**src/rtl/ext_pkg.sv**
```systemverilog
// Shared definitions for the pipelined extension unit.
// Mode encodings, mode width and byte-offset width helper.
package ext_pkg;

   localparam int MODE_W = 3;

   typedef enum logic [MODE_W-1:0] {
      EXT_ZERO = 3'd0,
      EXT_SIGN = 3'd1,
      EXT_LUI  = 3'd2,
      EXT_LB   = 3'd3,
      EXT_LBU  = 3'd4,
      EXT_LH   = 3'd5,
      EXT_LHU  = 3'd6,
      EXT_LW   = 3'd7
   } ext_mode_e;

   function automatic int off_w(input int data_w);
      return $clog2(data_w / 8);
   endfunction

endpackage

```
**src/rtl/ext_core.sv**
```systemverilog
// Combinational immediate / load-data extender.
// Little-endian lane select, misaligned halves and words flag an error.
module ext_core
   import ext_pkg::*;
#(
   parameter int DATA_W = 32,
   parameter int IMM_W  = 16,
   parameter int OFF_W  = 2
) (
   input  logic [MODE_W-1:0] i_mode,
   input  logic [IMM_W-1:0]  i_imm,
   input  logic [DATA_W-1:0] i_word,
   input  logic [OFF_W-1:0]  i_off,
   output logic [DATA_W-1:0] o_data,
   output logic              o_err
);

   localparam int NB = DATA_W / 8;

   logic [7:0]  w_byte;
   logic [15:0] w_half;

   always_comb begin
      w_byte = '0;
      w_half = '0;
      for (int i = 0; i < NB; i++)
         if (i_off == OFF_W'(i))
            w_byte = i_word[8*i +: 8];
      // the top lane is odd, so it never yields a legal half
      for (int i = 0; i < NB - 1; i++)
         if (i_off == OFF_W'(i))
            w_half = i_word[8*i +: 16];
   end

   always_comb begin
      o_data = '0;
      o_err  = 1'b0;
      unique case (i_mode)
         EXT_ZERO: o_data = {{(DATA_W-IMM_W){1'b0}}, i_imm};
         EXT_SIGN: o_data = {{(DATA_W-IMM_W){i_imm[IMM_W-1]}}, i_imm};
         EXT_LUI:  o_data = {i_imm, {(DATA_W-IMM_W){1'b0}}};
         EXT_LB:   o_data = {{(DATA_W-8){w_byte[7]}}, w_byte};
         EXT_LBU:  o_data = {{(DATA_W-8){1'b0}}, w_byte};
         EXT_LH, EXT_LHU: begin
            if (i_off[0])
               o_err = 1'b1;
            else if (i_mode == EXT_LH)
               o_data = {{(DATA_W-16){w_half[15]}}, w_half};
            else
               o_data = {{(DATA_W-16){1'b0}}, w_half};
         end
         EXT_LW: begin
            if (i_off != '0)
               o_err = 1'b1;
            else
               o_data = i_word;
         end
      endcase
   end

endmodule

```
**src/rtl/ext_unit.sv**
```systemverilog
// Pipelined extension unit: ext_core on the input side feeding
// a main + skid result buffer with valid/ready on both ends.
module ext_unit
   import ext_pkg::*;
#(
   parameter int DATA_W  = 32,
   parameter int IMM_W   = 16,
   parameter int TAG_W   = 5,
   localparam int OFF_W  = off_w(DATA_W)
) (
   input  logic              clk,
   input  logic              reset,
   input  logic              in_valid,
   output logic              in_ready,
   input  logic [MODE_W-1:0] in_mode,
   input  logic [IMM_W-1:0]  in_imm,
   input  logic [DATA_W-1:0] in_word,
   input  logic [OFF_W-1:0]  in_off,
   input  logic [TAG_W-1:0]  in_tag,
   output logic              out_valid,
   input  logic              out_ready,
   output logic [DATA_W-1:0] out_data,
   output logic              out_err,
   output logic [TAG_W-1:0]  out_tag
);

   logic [DATA_W-1:0] w_data;
   logic              w_err;
   logic              w_acc;
   logic              w_pop;

   logic              r_rdy;
   logic              r_main_v;
   logic [DATA_W-1:0] r_main_data;
   logic              r_main_err;
   logic [TAG_W-1:0]  r_main_tag;
   logic              r_skid_v;
   logic [DATA_W-1:0] r_skid_data;
   logic              r_skid_err;
   logic [TAG_W-1:0]  r_skid_tag;

   ext_core #(
      .DATA_W (DATA_W),
      .IMM_W  (IMM_W),
      .OFF_W  (OFF_W)
   ) u_core (
      .i_mode (in_mode),
      .i_imm  (in_imm),
      .i_word (in_word),
      .i_off  (in_off),
      .o_data (w_data),
      .o_err  (w_err)
   );

   assign w_acc = in_valid && r_rdy;
   assign w_pop = !r_main_v || out_ready;

   always_ff @(posedge clk) begin
      if (!reset) begin
         r_rdy       <= 1'b1;
         r_main_v    <= 1'b0;
         r_main_data <= '0;
         r_main_err  <= 1'b0;
         r_main_tag  <= '0;
         r_skid_v    <= 1'b0;
         r_skid_data <= '0;
         r_skid_err  <= 1'b0;
         r_skid_tag  <= '0;
      end else if (w_pop) begin
         // skid full implies in_ready low, so nothing arrives here
         if (r_skid_v) begin
            r_main_v    <= 1'b1;
            r_main_data <= r_skid_data;
            r_main_err  <= r_skid_err;
            r_main_tag  <= r_skid_tag;
            r_skid_v    <= 1'b0;
            r_rdy       <= 1'b1;
         end else begin
            r_main_v <= w_acc;
            if (w_acc) begin
               r_main_data <= w_data;
               r_main_err  <= w_err;
               r_main_tag  <= in_tag;
            end
         end
      end else if (w_acc) begin
         r_skid_v    <= 1'b1;
         r_skid_data <= w_data;
         r_skid_err  <= w_err;
         r_skid_tag  <= in_tag;
         r_rdy       <= 1'b0;
      end
   end

   assign in_ready  = r_rdy;
   assign out_valid = r_main_v;
   assign out_data  = r_main_data;
   assign out_err   = r_main_err;
   assign out_tag   = r_main_tag;

endmodule

```
**config.mk**
```make
export PLATFORM = sky130hd
export DESIGN_NAME = ext_unit
export DESIGN_NICKNAME = d
export VERILOG_FILES = /design/src/rtl/ext_pkg.sv /design/src/rtl/ext_core.sv /design/src/rtl/ext_unit.sv
export SDC_FILE = /design/constraint.sdc
export NUM_CORES = 1
export LEC_CHECK = 0
export ABC_AREA = 1
export BUFFER_PORTS_ARGS = -buffer_cell sky130_fd_sc_hd__buf_2
export CORE_ASPECT_RATIO = 0.75
export CORE_UTILIZATION = 54
export DETAILED_ROUTE_END_ITERATION = 7
export MAX_ROUTING_LAYER = met4
export PLACE_DENSITY = 0.8
export SLEW_MARGIN = 20
export SYNTH_ARGS = -nofsm -noshare
export SYNTH_HDL_FRONTEND = slang
export SYNTH_SLANG_ARGS = --single-unit
```
**constraint.sdc**
```tcl
create_clock -name clk -period 1.5 [get_ports clk]
set_input_delay 0.15 -clock clk [delete_from_list [all_inputs] [get_ports clk]]
set_output_delay 0.15 -clock clk [all_outputs]
set_load 0.05 [all_outputs]
```
; Yosys cells after proc, flatten, opt, wreduce, memory -nomap -nowiden
; Cells that the tools add are included.
; Widths: inputs -> output; s select.
[totals]
regBits = 79
in_bits = 62
output_inout_bits = 40
[op_classes]
eq_ne = 11
n_mux = 24
n_bitwise = 2
n_reduce_logical = 13
[op_table]
columns = cell, count
row1 = $pmux 32 s7, 1
row2 = $mux 32, 5
row3 = $mux 16, 3
row4 = $mux 8, 4
row5 = $eq 3x3->1 const B, 4
row6 = $mux 5, 2
row7 = $mux 1, 8
row8 = $eq 3x2->1 const B, 2
row9 = $reduce_and 2->1, 3
row10 = $reduce_bool 2->1, 3
row11 = $eq 2x2->1 const B, 2
row12 = $reduce_or 2->1, 2
row13 = $eq 3x1->1 const B, 1
row14 = $logic_not 3->1, 1
row15 = $eq 2x1->1 const B, 1
row16 = $logic_not 2->1, 1
row17 = $ne 2x1->1 const B, 1
row18 = $not 1->1, 2
row19 = $pmux 1 s2, 1
row20 = $logic_and 1x1->1, 1
row21 = $logic_not 1->1, 1
row22 = $logic_or 1x1->1, 1

; Longest topological paths before layout
[logic_depth]
word_depth = 9
ltp_mapped = 12
ltp_nobuf = 10

; Modules after synthesis
; A second synthesis with hierarchy kept.
[unflattened]
cells_unflattened = 864
hier_area_um2 = 4847.1
[by_module_without_submodules]
columns = module, n_inst, cells_each, area_each_um2, seq_area_each_um2
row1 = ext_unit, 1, 581, 3623.5, 1581.5
row2 = ext_core, 1, 283, 1223.7, 0.0

; Least setup slack after synthesis
; Ideal clock, no wire load.
[synth_path]
kind = register to register
start = reg r_main_v (netlist: out_valid)
end = reg r_skid_data[27]
t_arrival_ns = 1.623
t_required_ns = 1.419
slack_ns = -0.203
stages_incl_launch_ff = 9
period_less_slack_ns = 1.703
path_cell_list = dfxtp_1 > inv_1 > nor2_1 > inv_1 > nor2_1 > buf_2 > clkbuf_1 > o21ai_0 > a41oi_1
[synth_via]
elab_chain_len = 4
[synth_lines]
columns = item, line
row1 = start: declaration, ext_unit.sv:33  ; logic r_main_v;
row2 = start signal: assignment, ext_unit.sv:79  ; r_main_v <= w_acc;
row3 = $logic_not 1->1, ext_unit.sv:56  ; assign w_pop = !r_main_v || out_ready;
row4 = $logic_or 1x1->1, ext_unit.sv:56
row5 = $not 1->1 (no line), -
row6 = $reduce_and 2->1 (no line), -
row7 = end signal: assignment, ext_unit.sv:88  ; r_skid_data <= w_data;
row8 = end: declaration, ext_unit.sv:38  ; logic [DATA_W-1:0] r_skid_data;
; Every way passes these cells.
; A chain may end at the register's enable or synchronous reset.

; Final worst setup path
[layout_path]
start = reg r_main_v (netlist: out_valid)
end = reg r_skid_err
[layout_via]
elab_chain_len = 4
[layout_lines]
columns = item, line
row1 = $logic_not 1->1, ext_unit.sv:56
row2 = $logic_or 1x1->1, ext_unit.sv:56
row3 = $not 1->1 (no line), -
row4 = $reduce_and 2->1 (no line), -
row5 = end signal: assignment, ext_unit.sv:89  ; r_skid_err <= w_err;
row6 = end: declaration, ext_unit.sv:39  ; logic r_skid_err;
; Every way passes these cells.

==> results.txt <==
The shortest clock period the worst path allows after layout is 1.42 ns. On the worst path, the slowest cell contributes a delay of 0.36 ns. The remaining max-slew budget at the tightest pin is 0.608.

Counting stages on the worst path, the most repeated cell is inv_1. 0 antenna diodes ended up in the layout. The number of max-cap violations is 0. The proportion of total power due to net switching is 0.338.

The maximum clock path buffer count is 2. The latest clock arrival within the worst-skew pair is 0.36 ns. The detailed router finished its first iteration with 415 violations. The clock sink total came out at 79. The internal portion of the total power is 3.59 mW.

The die width is 106 um. Summed over all nets, the switching power comes to 1.83 mW. The netlist area before placement came out at 4370 um^2. The most frequently used flop master after synthesis is dfxtp_1. The final-report setup violation count is 0. In this run the core area contains 28 standard-cell rows. The arrival time at the worst endpoint came out at 1.66 ns. The number of global-route vias before repair is 4599.

The element type at the critical path end is a flip-flop. The area occupied by registers is 1590 um^2. The total die area came out at 8460 um^2. The cell count after synthesis came out at 674. The sum of buffers and inverters on the critical path came out at 4. The worst endpoint required time came out at 1.74 ns. Dividing the detail-routed wire length by the instance count gives 16.9 um. Buffers placed on the I/O ports in this run total 101. The run finished with clean final reports.

The cell type group with the largest total delay on the critical path is buffers and inverters. The area of the core region is 7850 um^2. The count of nets left with antenna violations after detail routing is 0. The multi-input combinational cells in the finished layout cover a total of 2290 um^2. The number of slew-limit violations in the final report came out at 0. The upper clock frequency limit is 0.704 GHz.

The initial antenna violation count is 0. The total overflow left after global routing is 0. The post-detailed-route via-to-cell ratio came out at 5.79. The register clock-pin slew on the reported worst setup and hold paths came out at 0.10 ns. The number of levels the H-tree was split into came out at 3. The largest vdd supply drop is 0.000609 V. The fraction of registers with async set or reset after synthesis came out at 0. The vertical die dimension came out at 79.9 um. Of the synthesized area, sequential elements account for 0.362. The fill cell instance count of the final layout came out at 713. The share of total power dissipated in combinational logic is 0.245.

The mean post-synth cell area came out at 6.48 um^2. Setup repair after global routing could not meet its margin everywhere. The number of nets handed over by synthesis was 736. The power per cell area came out at 1000 nW/um^2. The number of hold violations in the final report is 0. The sum of routed wire length over all layers came out at 15.2 mm. Of the total power, registers draw 0.423. The number of enable flip-flop cells after synthesis is 0.

The final layout contains 846 nets. The initial core utilization came out at 0.557. The relative area change from synthesis to final layout came out at 23.9%.

The number of clock buffers inserted by TritonCTS came out at 9. The global-route wire length before repair came out at 23.7 mm. In the routed design, unresolved DRC markers number 0. Of the total power, the clock network draws 0.332.

TritonCTS built the clock tree. The final cycle utilization of the critical path came out at 0.947. The cts-stage hold buffer count came out at 0. The tightest min-delay check is of the in2reg type. The number of iterations in the first detailed-routing pass is 7.

The leakage power total is 2.79 nW. The clock tree skew after final layout is 0.0176 ns. The number of non-filler instances in the completed layout is 894. The critical setup path kind is reg2reg. The final total power came out at 5.42 mW. The tree is rooted in a clkbuf_8. The Yosys step of the flow raised 0 warnings. The pin count of the biggest net entering global routing came out at 51. Yosys mapped the design onto 25 distinct sky130hd cell types. Across every metal layer, demand over resource in global routing totals 0.373.

At the pin with the least slew margin, the transition time is 0.587 ns. The register bit count reported by yosys came out at 79. The overall via count from detail_route came out at 5180. The slowest stage cell on the critical path is dfxtp_4.

In the final layout, the share of cells above drive strength 1 is 0.226. The cell count after placement came out at 877. The number of top-level pins came out at 102. Traced cell by cell, the critical path runs through inv_1, nor2_1, inv_2, nor2_4, inv_1, o21ai_0, inv_1. The largest fanout on the critical path is 13. The global placer's final weighted congestion is 0.973. The detailed placement HPWL is 11.0 mm. The worst setup path is launched from a flip-flop.
power by group through the flow:
stage	sequential [mW]	combinational, mW	clock, mW
floorplan	2.61	0.565	0
global placement	2.33	1.26	0
detailed placement	2.34	1.28	0
CTS	2.29	1.30	1.81
global route	2.31	1.44	1.90
finish	2.29	1.33	1.80
flip-flops by register name, indices dropped and copies added (netlist names):
name / flops
out_valid: 1
out_tag: 5
out_data: 32
r_skid_tag: 5
r_skid_data: 32
out_err: 1
r_skid_v: 1
in_ready: 1
r_skid_err: 1
cells in the mapped netlist (2+ instances only):
cell type,number,area [um^2]
nor2_4,2,22.5
buf_2,15,75.1
inv_2,3,11.3
clkbuf_1,21,78.8
buf_6,6,67.6
a21oi_1,59,295
a31oi_1,5,31.3
nand4_1,38,238
dfxtp_1,79,1580
nand2_2,2,12.5
buf_4,4,30.0
buf_1,3,11.3
nand2_1,147,552
a41oi_1,13,114
nor2_1,109,409
inv_1,63,236
o211ai_1,20,150
o21ai_0,42,210
nand3_1,31,155
a22oi_1,7,52.6
per-stage QoR:
| step | utilization | hold WS (ns) | worst slack (ns) | TNS [ns] | cell area [um^2] |
|---|---|---|---|---|---|
| 3_3_place_gp | 0.658 | 0.390 | -0.103 | -1.79 | 5160 |
| 6_report | 0.690 | 0.0329 | 0.0797 | 0 | 5410 |
| 3_5_place_dp | 0.658 | 0.402 | -0.126 | -2.01 | 5160 |
| 2_1_floorplan | - | 0.285 | 0.0394 | 0 | 4370 |
| 4_1_cts | 0.689 | 0.0311 | 0.0229 | 0 | 5410 |
| 5_1_grt | 0.690 | 0.0439 | -0.0607 | -0.0900 | 5410 |
routing by layer:
layer	part of all wire	wire length, um	up-vias	track usage
li1	-	-	2462	-
met1	0.45	6850	2418	0.519
met2	0.44	6600	276	0.550
met3	0.094	1420	24	0.0661
met4	0.018	278	0	0.115
met5	0	0	-	-
area by class of cell:
class,count,area share
Inverter,67,0.0472
Clock buffer,10,0.0236
Tap cell,105,0.0243
Timing Repair Buffer,148,0.172
Clock inverter,6,0.0169
Sequential cell,79,0.293
Multi-Input combinational cell,479,0.423
repair_timing:
item	in CTS	in global routing
setup endpoints to repair	13	31
setup buffers	1	0
pin swaps	0	0
cloned	0	0
gates resized for setup	1	2
cell usage in the layout, fill, tap and decap left out, types with 5 or more instances in the layout:
cell | Yosys | layout
o21ai_0 | 42 | 42
buf_12 | 0 | 6
o211ai_1 | 20 | 20
clkbuf_8 | 0 | 9
buf_2 | 15 | 101
a22oi_1 | 7 | 7
a21oi_1 | 59 | 59
buf_4 | 4 | 41
nand3_1 | 31 | 31
nor2_1 | 109 | 108
a41oi_1 | 13 | 13
nand4_1 | 38 | 38
dfxtp_1 | 79 | 77
inv_1 | 63 | 61
nand2_1 | 147 | 146
a31oi_1 | 5 | 5
tightest hold or removal path: stages:
cell	delay, ns
buf_2	0.09
nor2_1	0.04
nor2_1	0.08
path summary, 6_finish.rpt:
check                    start  slack [ns]       endpoint  cells after the start
setup / recovery     out_valid        0.08     r_skid_err                      7
hold reg to reg   out_data[17]        0.47   out_data[17]                      2
setup reg to reg     out_valid        0.08     r_skid_err                      7
hold / removal       in_tag[2]        0.03  r_skid_tag[2]                      3
cells by family (layout without fill, tap and decap cells):
group,Yosys count,count (layout),synth area share
AND/OR/NAND/NOR,329,329,0.318
AO/OA/AOI/OAI,150,150,0.202
buffers and inverters,116,231,0.118
flip-flops,79,79,0.362
Power figures use the tool's default switching activity.
